$ cat config.mk
export PLATFORM = sky130hd
export DESIGN_NAME = param_seq_detector
export DESIGN_NICKNAME = d
export VERILOG_FILES = /design/src/rtl/param_seq_detector.sv
export SDC_FILE = /design/constraint.sdc
export NUM_CORES = 1
export LEC_CHECK = 0
export BUFFER_PORTS_ARGS = -buffer_cell sky130_fd_sc_hd__buf_4
export CORE_ASPECT_RATIO = 0.5
export CORE_MARGIN = 4
export CORE_UTILIZATION = 41
export CTS_CLUSTER_DIAMETER = 40
export DETAILED_ROUTE_END_ITERATION = 6
export PLACE_DENSITY = 0.65
export REMOVE_ABC_BUFFERS = 1
export SLEW_MARGIN = 15
export SYNTH_ARGS = -nofsm -noshare
export SYNTH_HDL_FRONTEND = slang
export SYNTH_SLANG_ARGS = --single-unit
export TNS_END_PERCENT = 20
$ cat constraint.sdc
create_clock -name clk -period 2.5 [get_ports clk]
set_input_delay 0.5 -clock clk [delete_from_list [all_inputs] [get_ports clk]]
set_output_delay 0.5 -clock clk [all_outputs]
set_load 0.05 [all_outputs]
$ cat src/rtl/param_seq_detector.sv
// Serial bit-pattern detector with a runtime-loadable pattern, length and overlap mode.
// Also provides an input-enable qualifier, a saturating match counter and rejection of illegal lengths.
module param_seq_detector #(
  parameter int                 MAX_LEN     = 8,
  parameter int                 LEN_W       = 4,
  parameter int                 CNT_W       = 8,
  parameter logic [MAX_LEN-1:0] DEF_PATTERN = 8'b00010110,
  parameter int                 DEF_LEN     = 5,
  parameter logic               DEF_OVERLAP = 1'b1
) (
  input  logic               clk,
  input  logic               rst,
  input  logic               en,
  input  logic               inp,
  input  logic               cfg_load,
  input  logic [MAX_LEN-1:0] cfg_pattern,
  input  logic [LEN_W-1:0]   cfg_len,
  input  logic               cfg_overlap,
  input  logic               cnt_clr,
  output logic               outp,
  output logic [CNT_W-1:0]   match_count,
  output logic               cfg_err
);

  localparam logic [LEN_W-1:0] MAX_LEN_V = LEN_W'(MAX_LEN);
  localparam logic [LEN_W-1:0] DEF_LEN_V = LEN_W'(DEF_LEN);

  logic [MAX_LEN-1:0] pat;
  logic [LEN_W-1:0]   len;
  logic               ovl;
  logic [MAX_LEN-1:0] hist;
  logic [LEN_W-1:0]   fill;

  logic               len_ok;
  logic               load_ok;
  logic [MAX_LEN-1:0] mask;
  logic [MAX_LEN-1:0] hist_n;
  logic [LEN_W-1:0]   fill_n;
  logic               match;

  assign len_ok  = (cfg_len != '0) && (cfg_len <= MAX_LEN_V);
  assign load_ok = cfg_load && len_ok;

  // Only the low `len` bits of the history take part in the comparison.
  // NOTE: every always_comb output gets a default first so no path leaves it unassigned (no latch).
  always_comb begin
    mask = '0;
    for (int i = 0; i < MAX_LEN; i++) begin
      mask[i] = (LEN_W'(i) < len);
    end
  end

  assign hist_n = {hist[MAX_LEN-2:0], inp};
  assign fill_n = (fill < len) ? fill + LEN_W'(1) : len;
  assign match  = en && !load_ok && (fill_n == len) && (((hist_n ^ pat) & mask) == '0);

  // NOTE: all state below uses non-blocking assignments so every register sees pre-edge values.
  always_ff @(posedge clk) begin
    if (rst) begin
      pat         <= DEF_PATTERN;
      len         <= DEF_LEN_V;
      ovl         <= DEF_OVERLAP;
      hist        <= '0;
      fill        <= '0;
      outp        <= 1'b0;
      match_count <= '0;
      cfg_err     <= 1'b0;
    end else begin
      cfg_err <= cfg_load && !len_ok;

      // An accepted load restarts detection and swallows this cycle's input bit.
      if (load_ok) begin
        pat  <= cfg_pattern;
        len  <= cfg_len;
        ovl  <= cfg_overlap;
        hist <= '0;
        fill <= '0;
        outp <= 1'b0;
      end else if (en) begin
        hist <= hist_n;
        fill <= (match && !ovl) ? '0 : fill_n;
        outp <= match;
      end else begin
        outp <= 1'b0;
      end

      if (cnt_clr) begin
        match_count <= CNT_W'(match);
      end else if (match && (match_count != '1)) begin
        match_count <= match_count + CNT_W'(1);
      end
    end
  end

endmodule
==> results of run 1 <==
layout make-up:
cell class              instances  share of cell area, %
inverters                       8                   1.35
repair buffers                 31                   10.5
flip-flops and latches         34                   30.6
well taps                      57                   3.21
clock buffers                   7                   3.43
multi-input cells             152                   51.0
cells in the final DEF, fill, tap and decap left out, drive strengths merged, types with 4 or more instances in the layout:
cell,n
a21oi,12
and3,5
buf,31
clkbuf,7
dfxtp,34
ha,5
inv,8
mux2i,21
nand2,19
nand3,4
nand4,4
nor2,18
nor3,6
nor4,5
or3,6
xnor2,12
cell families (layout without fill, tap and decap cells):
kind of cell    count (synthesis)  in the layout
compound gates                 35             35
xor+xnor                       15             15
flops                          34             34
buf+inv                        17             46
mux                            22             22
simple gates                   75             75
fa+ha+maj                       5              5
per-stage QoR:
stage / std cells / setup slack [ns]
3_5_place_dp: 282 / 0.267
2_1_floorplan: 194 / 0.432
5_1_grt: 289 / 0.127
3_3_place_gp: 282 / 0.398
6_report: 289 / 0.275
4_1_cts: 289 / 0.263
power by group:
group	leakage, nW	total [mW]	switching [mW]	internal, mW
registers	0.277	0.583	0.0215	0.561
clock network	0.0383	0.373	0.181	0.191
logic	0.576	0.207	0.117	0.0904
flip-flops by register name (all words and copies together) (netlist names):
| register | count |
|---|---|
| match_count | 8 |
| pat | 8 |
| hist | 7 |
| fill | 4 |
| len | 4 |
| cfg_err | 1 |
| outp | 1 |
| ovl | 1 |
layer usage:
| layer | global-route usage (%) | up-vias |
|---|---|---|
| li1 | - | 787 |
| met1 | 20.0 | 754 |
| met2 | 23.4 | 37 |
| met3 | 3.82 | 4 |
| met4 | 7.95 | 0 |
| met5 | 0 | - |
worst min-delay path, stage by stage:
cell     delay [ns]
buf_4          0.08
mux2i_1        0.05
nor2_1         0.07
final timing paths:
kind / end / cells after the start
max: match_count[4]$_SDFFE_PP0P_ / 7
min reg2reg: match_count[6]$_SDFFE_PP0P_ / 2
min: pat[7]$_SDFFE_PP0P_ / 3
max reg2reg: match_count[4]$_SDFFE_PP0P_ / 7
==> reports/metrics.yaml, run 1 <==
status: "finished, final reports clean"
skew_ns: 0.00771
dp_hpwl_um: 3080
die-area_um2: 5820
globalplace.congestion: 0.877
clockRootBuffer: "clkbuf_8"
maxCapViolCount: 0
synth-edff-count: 0
path_cells: "inv_1, ha_1, a21oi_1, o21ai_4, a41oi_4, nor4_1, mux2i_1"
worst-path-max-fanout: 10
core_um2: 4420
worstHoldStart: "cfg_pattern[7]"
die_h_um: 56.0
cts_tree: "done"
syn_avg_cell_area_um2: 9.30
ys_warn_count: 0
crit_required_ns: 2.66
grt_pass1_wl_um: 7100
drv_slew: 0
vdd_drop_max_mv: 0.298
multi_input_area_um2: 1130
maxSlewHeadroom_pct: 63.9
synth_compound_area_share_pct: 16.0
post-route-util_pct: 50.3
post-route-period-util_pct: 89.0
antenna_cells: 0
cp-end-kind: "flip-flop"
start_util_pct: 42.7
synth_xor_xnor_area_share_pct: 7.36
routed_wl_um: 4160
drive_gt1_share_pct: 22.0
clock-sinks: 34
critPathTopFamily: "compound AO/OA/AOI/OAI gates"
reg2reg_from: "len[3]$_SDFFE_PP0P_"
min_path_type: "in2reg"
synth_top_area_cell: "dfxtp_1"
crit_start: "len[3]$_SDFFE_PP0P_"
startpoint_type: "flip-flop"
grt_start_max_net_pins: 26
report.final.hold_viol_count: 0
yosysTopAreaCellShare_pct: 36.1
via_per_inst: 5.47
fin_hold_ws_ns: 0.452
cts_max_level: 2
path_class: "reg2reg"
holdBufCountCts: 0
met2WireLength_um: 1940
die_w_um: 104
p_per_area_nw_per_um2: 523
yosysSeqAreaShare_pct: 36.1
initialDrtViolationCount: 63
syn_inst: 203
final_cell_area_um2: 2220
rsz0062_at_grt: "false"
synth_fa_ha_area_share_pct: 3.31
layout.nets: 256
cts_resized: 0
ys.flop_type: "dfxtp_1"
synth.area.top_cells: "dfxtp_1, mux2i_1, xnor2_1"
setup_viol: 0
worstMarginPinSlew_ns: 0.539
arrival_ns: 2.38
p_leak_nw: 0.891
wl_met1_um: 2000
power_mw: 1.16
cts.clk_slew.worst_paths_ns: 0.07
wl_per_cell_um: 14.4
ys_types: 47
grtUsageTotal_pct: 15.3
synthSimpleGateAreaFrac_pct: 21.6
synth-seq-cells: 34
synthArstFlopShare_pct: 0
fillerInstances: 421
met3_length_um: 158
fin_crit_ns: 2.22
dpl_cell_area_um2: 2150
fin_setup_tns_ns: 0
cts_made_buffers: 5
ys_top_cells_by_count: "dfxtp_1, mux2i_1, nand2_1, nor2_1"
post_cts_buffers: 0
area_growth_pct: 17.8
pin_count: 29
overflow: 0
ant_nets: 0
synth_top_family_by_area: "simple AND/OR/NAND/NOR gates"
route.detailed.drc: 0
r2r_slack_ns: 0.28
dr.pass1.iters: 4
vias: 1582
slowest_stage: "dfxtp_1"
cp_num_buf_inv: 1
rows: 17
clock.fmax_mhz: 449
portBuffers: 28
synth_most_common_cell: "dfxtp_1"
clockBufferDepth: 2
regArea_um2: 681
antenna_found_initial: 0
max_stage_delay_ns: 0.51
clkLatencyLatePin_ns: 0.28
synthMuxAreaShare_pct: 11.7
grt_pass1_vias: 1524
synth_area_um2: 1890
dr.max_layer_used: "met4"
No activity file was read; power rests on OpenSTA's default activity.
==> run 2, diff against run 1 <==
--- a/config.mk
+++ b/config.mk
@@ -13,7 +13,6 @@
 export DETAILED_ROUTE_END_ITERATION = 6
 export PLACE_DENSITY = 0.65
 export REMOVE_ABC_BUFFERS = 1
-export SLEW_MARGIN = 15
 export SYNTH_ARGS = -nofsm -noshare
 export SYNTH_HDL_FRONTEND = slang
 export SYNTH_SLANG_ARGS = --single-unit
==> constraint.sdc (replaced) <==
create_clock -name clk -period 2.5 [get_ports clk]
set_input_delay 0.125 -clock clk [delete_from_list [all_inputs] [get_ports clk]]
set_output_delay 0.125 -clock clk [all_outputs]
set_load 0.1 [all_outputs]
==> run 2 against run 1 <==
  * Cell count is 0.69% higher
  * Critical path type unchanged
  * Non-clock buffer count rose by 1
  * Sequential cell count unchanged
  * Count of clock-buffer cells in the layout is 1 lower
  * Highest routed layer unchanged
  * Largest power group unchanged
  * Clock power is 16% higher
  * Via count up 1.1%
  * Worst hold slack got worse by 0.38 ns
==> reports/metrics.yaml, run 2 (same netlist as run 1, synthesis figures left out) <==
cts_max_level: 2  # unchanged
portBuffers: 28  # unchanged
cts.clk_slew.worst_paths_ns: 0.07  # about the same
antenna_found_initial: 0  # unchanged
clock-sinks: 34  # unchanged
status: "finished, final reports clean"  # unchanged
drv_slew: 0  # unchanged
min_path_type: "in2reg"  # unchanged
drive_gt1_share_pct: 23.5  # was 22.0%
final_cell_mix: "dfxtp_1, buf_4, mux2i_1"  # unchanged
rsz0062_at_grt: "false"  # unchanged
grt_pass1_wl_um: 7360  # was 7100 um
die-area_um2: 5820  # unchanged
core_um2: 4420  # unchanged
vias: 1599  # was 1582
cts_made_buffers: 5  # unchanged
startpoint_type: "flip-flop"  # unchanged
path_class: "reg2reg"  # unchanged
ant_nets: 0  # unchanged
pre_cts_ws_ns: 0.333  # was 0.267 ns
maxSlewHeadroom_pct: 47.2  # was 63.9%
post-route-period-util_pct: 87.8  # was 89.0%
layout.nets: 257  # was 256
clock.fmax_mhz: 456  # was 449 MHz
grt_start_max_net_pins: 26  # unchanged
rows: 17  # unchanged
path_cells: "inv_1, ha_1, a21oi_1, o21ai_4, a41oi_4, nor4_1, mux2i_1"  # unchanged
start_util_pct: 42.7  # unchanged
crit_required_ns: 2.67  # was 2.66 ns
report.final.hold_viol_count: 0  # unchanged
clockRootBuffer: "clkbuf_8"  # unchanged
cts_resized: 0  # unchanged
slowest_stage: "dfxtp_1"  # unchanged
pin_count: 29  # unchanged
maxCapViolCount: 0  # unchanged
wl_per_cell_um: 14.7  # was 14.4 um
grt_pass1_vias: 1582  # was 1524
final_common_cell: "dfxtp_1"  # unchanged
dp_hpwl_um: 3100  # was 3080 um
worstMarginPinSlew_ns: 0.786  # was 0.539 ns
cp-end-kind: "flip-flop"  # unchanged
initialDrtViolationCount: 74  # was 63
post_cts_buffers: 0  # unchanged
antenna_cells: 0  # unchanged
fillerInstances: 413  # was 421
critPathTopFamily: "compound AO/OA/AOI/OAI gates"  # unchanged
globalplace.congestion: 0.821  # was 0.877
skew_ns: 0.00258  # was 0.00771 ns
cp_num_buf_inv: 1  # unchanged
p_per_area_nw_per_um2: 547  # was 523 nW/um^2
setup_viol: 0  # unchanged
area_growth_pct: 19.2  # was 17.8%
via_per_inst: 5.49  # was 5.47
worst-path-max-fanout: 10  # unchanged
die_h_um: 56.0  # unchanged
dr.pass1.iters: 4  # unchanged
grtUsageTotal_pct: 15.5  # was 15.3%
routed_wl_um: 4280  # was 4160 um
holdBufCountCts: 0  # unchanged
fin_setup_tns_ns: 0  # unchanged
overflow: 0  # unchanged
arrival_ns: 2.36  # was 2.38 ns
max_stage_delay_ns: 0.50  # was 0.51 ns
clockBufferDepth: 2  # unchanged
largestRegisters: "match_count: 8 flops, pat: 8 flops, hist: 7 flops"  # unchanged
clkLatencyLatePin_ns: 0.28  # about the same
cts_tree: "done"  # unchanged
route.detailed.drc: 0  # unchanged
fin_crit_ns: 2.19  # was 2.22 ns
die_w_um: 104  # unchanged
vdd_drop_max_mv: 0.288  # was 0.298 mV
setup_ws_ns: 0.306  # was 0.275 ns
p_leak_nw: 0.905  # was 0.891 nW
==> run 2: cell count changes in the layout (fill, tap and decap cells not counted) <==
cell and delta:
clkbuf_1 -2, buf_4 +1, clkbuf_8 +1, clkinv_2 +1, clkinvlp_4 +1
==> run 2: worst register-to-register path, stage by stage, from the launching register on <==
cell and delay [ns]:
dfxtp_1 0.50, inv_1 0.15, ha_1 0.33, a21oi_1 0.24, o21ai_4 0.15, a41oi_4 0.41
nor4_1 0.15, mux2i_1 0.14
==> run 2: power breakdown <==
| part | switching [mW] | total (mW) | internal, mW |
|---|---|---|---|
| registers | 0.0198 | 0.581 | 0.561 |
| clock network | 0.212 | 0.433 | 0.221 |
| logic | 0.125 | 0.217 | 0.0916 |
==> run 2: final timing paths <==
path / from / slack, ns / endpoint / cells past startpoint
worst min register to register: match_count[6]$_SDFFE_PP0P_ / 0.49 / match_count[6]$_SDFFE_PP0P_ / 2
worst min-delay path: cfg_pattern[7] / 0.07 / pat[7]$_SDFFE_PP0P_ / 3
worst max-delay path: len[3]$_SDFFE_PP0P_ / 0.31 / match_count[5]$_SDFFE_PP0P_ / 7
worst max register to register: len[3]$_SDFFE_PP0P_ / 0.31 / match_count[5]$_SDFFE_PP0P_ / 7
==> run 2: stage by stage <==
stage / power [mW] / cell area [um^2] / hold slack [ns] / instances / util (%)
after detailed placement: 0.809 / 2160 / 0.370 / 283 / 48.7
after CTS: 1.24 / 2250 / 0.0726 / 291 / 50.9
after floorplan: 0.728 / 1840 / 0.194 / 194 / -
final: 1.23 / 2250 / 0.0736 / 291 / 50.9
after global placement: 0.806 / 2160 / 0.355 / 283 / 48.7
after global routing: 1.29 / 2250 / 0.0758 / 291 / 50.9
==> run 2: metal layers <==
metal / vias up / share of wire (%) / global-route usage, %
li1: 797 / - / -
met1: 775 / 48 / 20.2
met2: 18 / 47 / 24.9
met3: 9 / 2.8 / 3.48
met4: 0 / 1.8 / 6.25
met5: - / 0 / 0
==> run 2: final cells by class <==
type / count / area, um^2 / share of cell area, %
Clock buffer: 6 / 82.6 / 3.67
Multi-Input combinational cell: 152 / 1130 / 50.4
Clock inverter: 2 / 12.5 / 0.556
Sequential cell: 34 / 681 / 30.2
Inverter: 8 / 30.0 / 1.33
Timing Repair Buffer: 32 / 240 / 10.7
Tap cell: 57 / 71.3 / 3.17
==> run 3, diff against run 2 <==
==> constraint.sdc (replaced) <==
create_clock -name clk -period 2.09 [get_ports clk]
set_input_delay 0.1045 -clock clk [delete_from_list [all_inputs] [get_ports clk]]
set_output_delay 0.1045 -clock clk [all_outputs]
set_load 0.1 [all_outputs]
==> run 3 against run 2 <==
  * Sequential share of layout area is 1.2 points lower
  * Sequential cell count is the same
  * Via count down 0.31%
==> reports/metrics.yaml, run 3 (same netlist as run 1, synthesis figures left out) <==
status: "finished, final reports clean"  # unchanged
die_w_um: 104  # unchanged
fin_setup_tns_ns: 0  # unchanged
area_growth_pct: 24.5  # was 19.2%
min_to: "pat[0]$_SDFFE_PP0P_"  # was pat[7]$_SDFFE_PP0P_
clockBufferDepth: 2  # unchanged
drive_gt1_share_pct: 28.7  # was 23.5%
instances_no_fill: 294  # was 291
maxSlewHeadroom_pct: 61.5  # was 47.2%
numPlacedInstances: 285  # was 283
overflow: 0  # unchanged
largestRegisters: "match_count: 8 flops, pat: 8 flops, hist: 7 flops"  # unchanged
fin_crit_ns: 2.01  # was 2.19 ns
pin_count: 29  # unchanged
clkLatencyLatePin_ns: 0.28  # about the same
final_common_cell: "buf_4"  # was dfxtp_1
grt_pass1_wl_um: 6840  # was 7360 um
drv_slew: 0  # unchanged
report.final.hold_viol_count: 0  # unchanged
hold_depth: 3  # unchanged
post_cts_buffers: 0  # unchanged
startpoint_type: "flip-flop"  # unchanged
wl_per_cell_um: 15.3  # was 14.7 um
cp-end-kind: "flip-flop"  # unchanged
setup_viol: 0  # unchanged
path_class: "reg2reg"  # unchanged
r2r_slack_ns: 0.08  # was 0.31 ns
grt_pass1_vias: 1497  # was 1582
die_h_um: 56.0  # unchanged
worst-path-max-fanout: 6  # was 10
dpl_cell_area_um2: 2170  # was 2160 um^2
worstMarginPinSlew_ns: 0.577  # was 0.786 ns
via_per_inst: 5.42  # was 5.49
start_util_pct: 42.7  # unchanged
routed_wl_um: 4500  # was 4280 um
rows: 17  # unchanged
antenna_found_initial: 0  # unchanged
ant_nets: 0  # unchanged
cts.clk_slew.worst_paths_ns: 0.07  # about the same
min_path_type: "in2reg"  # unchanged
vdd_drop_max_mv: 0.248  # was 0.288 mV
clock.fmax_mhz: 497  # was 456 MHz
dr.pass1.iters: 4  # unchanged
reg2reg_from: "fill[0]$_SDFFE_PP0P_"  # was len[3]$_SDFFE_PP0P_
r2r-end: "match_count[5]$_SDFFE_PP0P_"  # unchanged
cts_max_level: 2  # unchanged
p_per_area_nw_per_um2: 643  # was 547 nW/um^2
route.detailed.drc: 0  # unchanged
reg2reg_depth: 6  # was 7
vias: 1594  # was 1599
clock-sinks: 34  # unchanged
grt_start_max_net_pins: 26  # unchanged
arrival_ns: 2.22  # was 2.36 ns
antenna_cells: 0  # unchanged
cts_made_buffers: 5  # unchanged
crit_required_ns: 2.30  # was 2.67 ns
final_cell_area_um2: 2350  # was 2250 um^2
post-route-period-util_pct: 96.2  # was 87.8%
die-area_um2: 5820  # unchanged
maxCapViolCount: 0  # unchanged
dp_hpwl_um: 2990  # was 3100 um
final_cell_mix: "buf_4, dfxtp_1, mux2i_1"  # was dfxtp_1, buf_4, mux2i_1
worstHoldStart: "cfg_pattern[0]"  # was cfg_pattern[7]
clockRootBuffer: "clkbuf_8"  # unchanged
globalplace.congestion: 0.866  # was 0.821
portBuffers: 28  # unchanged
cts_tree: "done"  # unchanged
skew_ns: 0.00714  # was 0.00258 ns
layout.nets: 260  # was 257
initialDrtViolationCount: 67  # was 74
p_leak_nw: 0.928  # was 0.905 nW
grtUsageTotal_pct: 14.3  # was 15.5%
core_um2: 4420  # unchanged
==> run 3: changes by cell type in the layout (fill, tap and decap cells not counted), sizes merged <==
| cell | delta |
|---|---|
| buf | +2 |
| a41oi | +1 |
==> run 3: critical path: stages, from the launching register on <==
cell	delay, ns
dfxtp_1	0.43
ha_2	0.26
xor2_2	0.09
xnor2_2	0.31
a41oi_4	0.25
nor4_2	0.39
mux2i_1	0.21
==> run 3: repair_timing <==
item	CTS	global route
hold buffers	0	0
gates resized for setup	0	11
endpoints found under the setup margin	0	6
hold endpoints to repair	0	0
==> run 3: how the worst max path moves through the flow <==
stage,cells past startpoint,from,endpoint,slack [ns]
6_report,6,fill[0]$_SDFFE_PP0P_,match_count[5]$_SDFFE_PP0P_,0.08
5_1_grt,6,fill[0]$_SDFFE_PP0P_,match_count[5]$_SDFFE_PP0P_,-0.02
4_1_cts,6,fill[0]$_SDFFE_PP0P_,match_count[6]$_SDFFE_PP0P_,0.07
3_5_place_dp,6,fill[0]$_SDFFE_PP0P_,match_count[6]$_SDFFE_PP0P_,0.09
3_3_place_gp,6,fill[0]$_SDFFE_PP0P_,match_count[6]$_SDFFE_PP0P_,0.17
2_1_floorplan,6,match_count[3]$_SDFFE_PP0P_,match_count[1]$_SDFFE_PP0P_,-0.10
==> run 3: area by class of cell <==
class                   count  area, um^2
clock buffers               6        82.6
clock inverters             2        12.5
fillers                   400        2070
inverters                   8        30.0
multi-input cells         153        1220
flip-flops and latches     34         682
well taps                  57        71.3
repair buffers             34         255
==> run 3: metal layers <==
metal / vias to the layer above / track usage [%] / wire (um)
met2: 39 / 23.8 / 2080
met1: 746 / 18.8 / 2160
met3: 2 / 3.48 / 241
met4: 0 / 3.41 / 20
met5: - / 0 / 0
li1: 807 / - / -
==> run 3: metrics by stage <==
stage | hold WS, ns | power, mW | utilization, % | setup slack, ns
floorplan | 0.174 | 0.871 | - | -0.100
global placement | 0.335 | 0.964 | 49.1 | 0.166
detailed placement | 0.344 | 0.967 | 49.1 | 0.0850
CTS | 0.0529 | 1.47 | 51.2 | 0.0700
global route | 0.0526 | 1.58 | 53.1 | -0.0239
finish | 0.0547 | 1.51 | 53.1 | 0.0791
==> run 3: report_power, final <==
group,internal [mW],leakage (nW),switching [mW]
clock,0.265,0.0472,0.254
sequential,0.671,0.276,0.0230
combinational,0.124,0.605,0.176
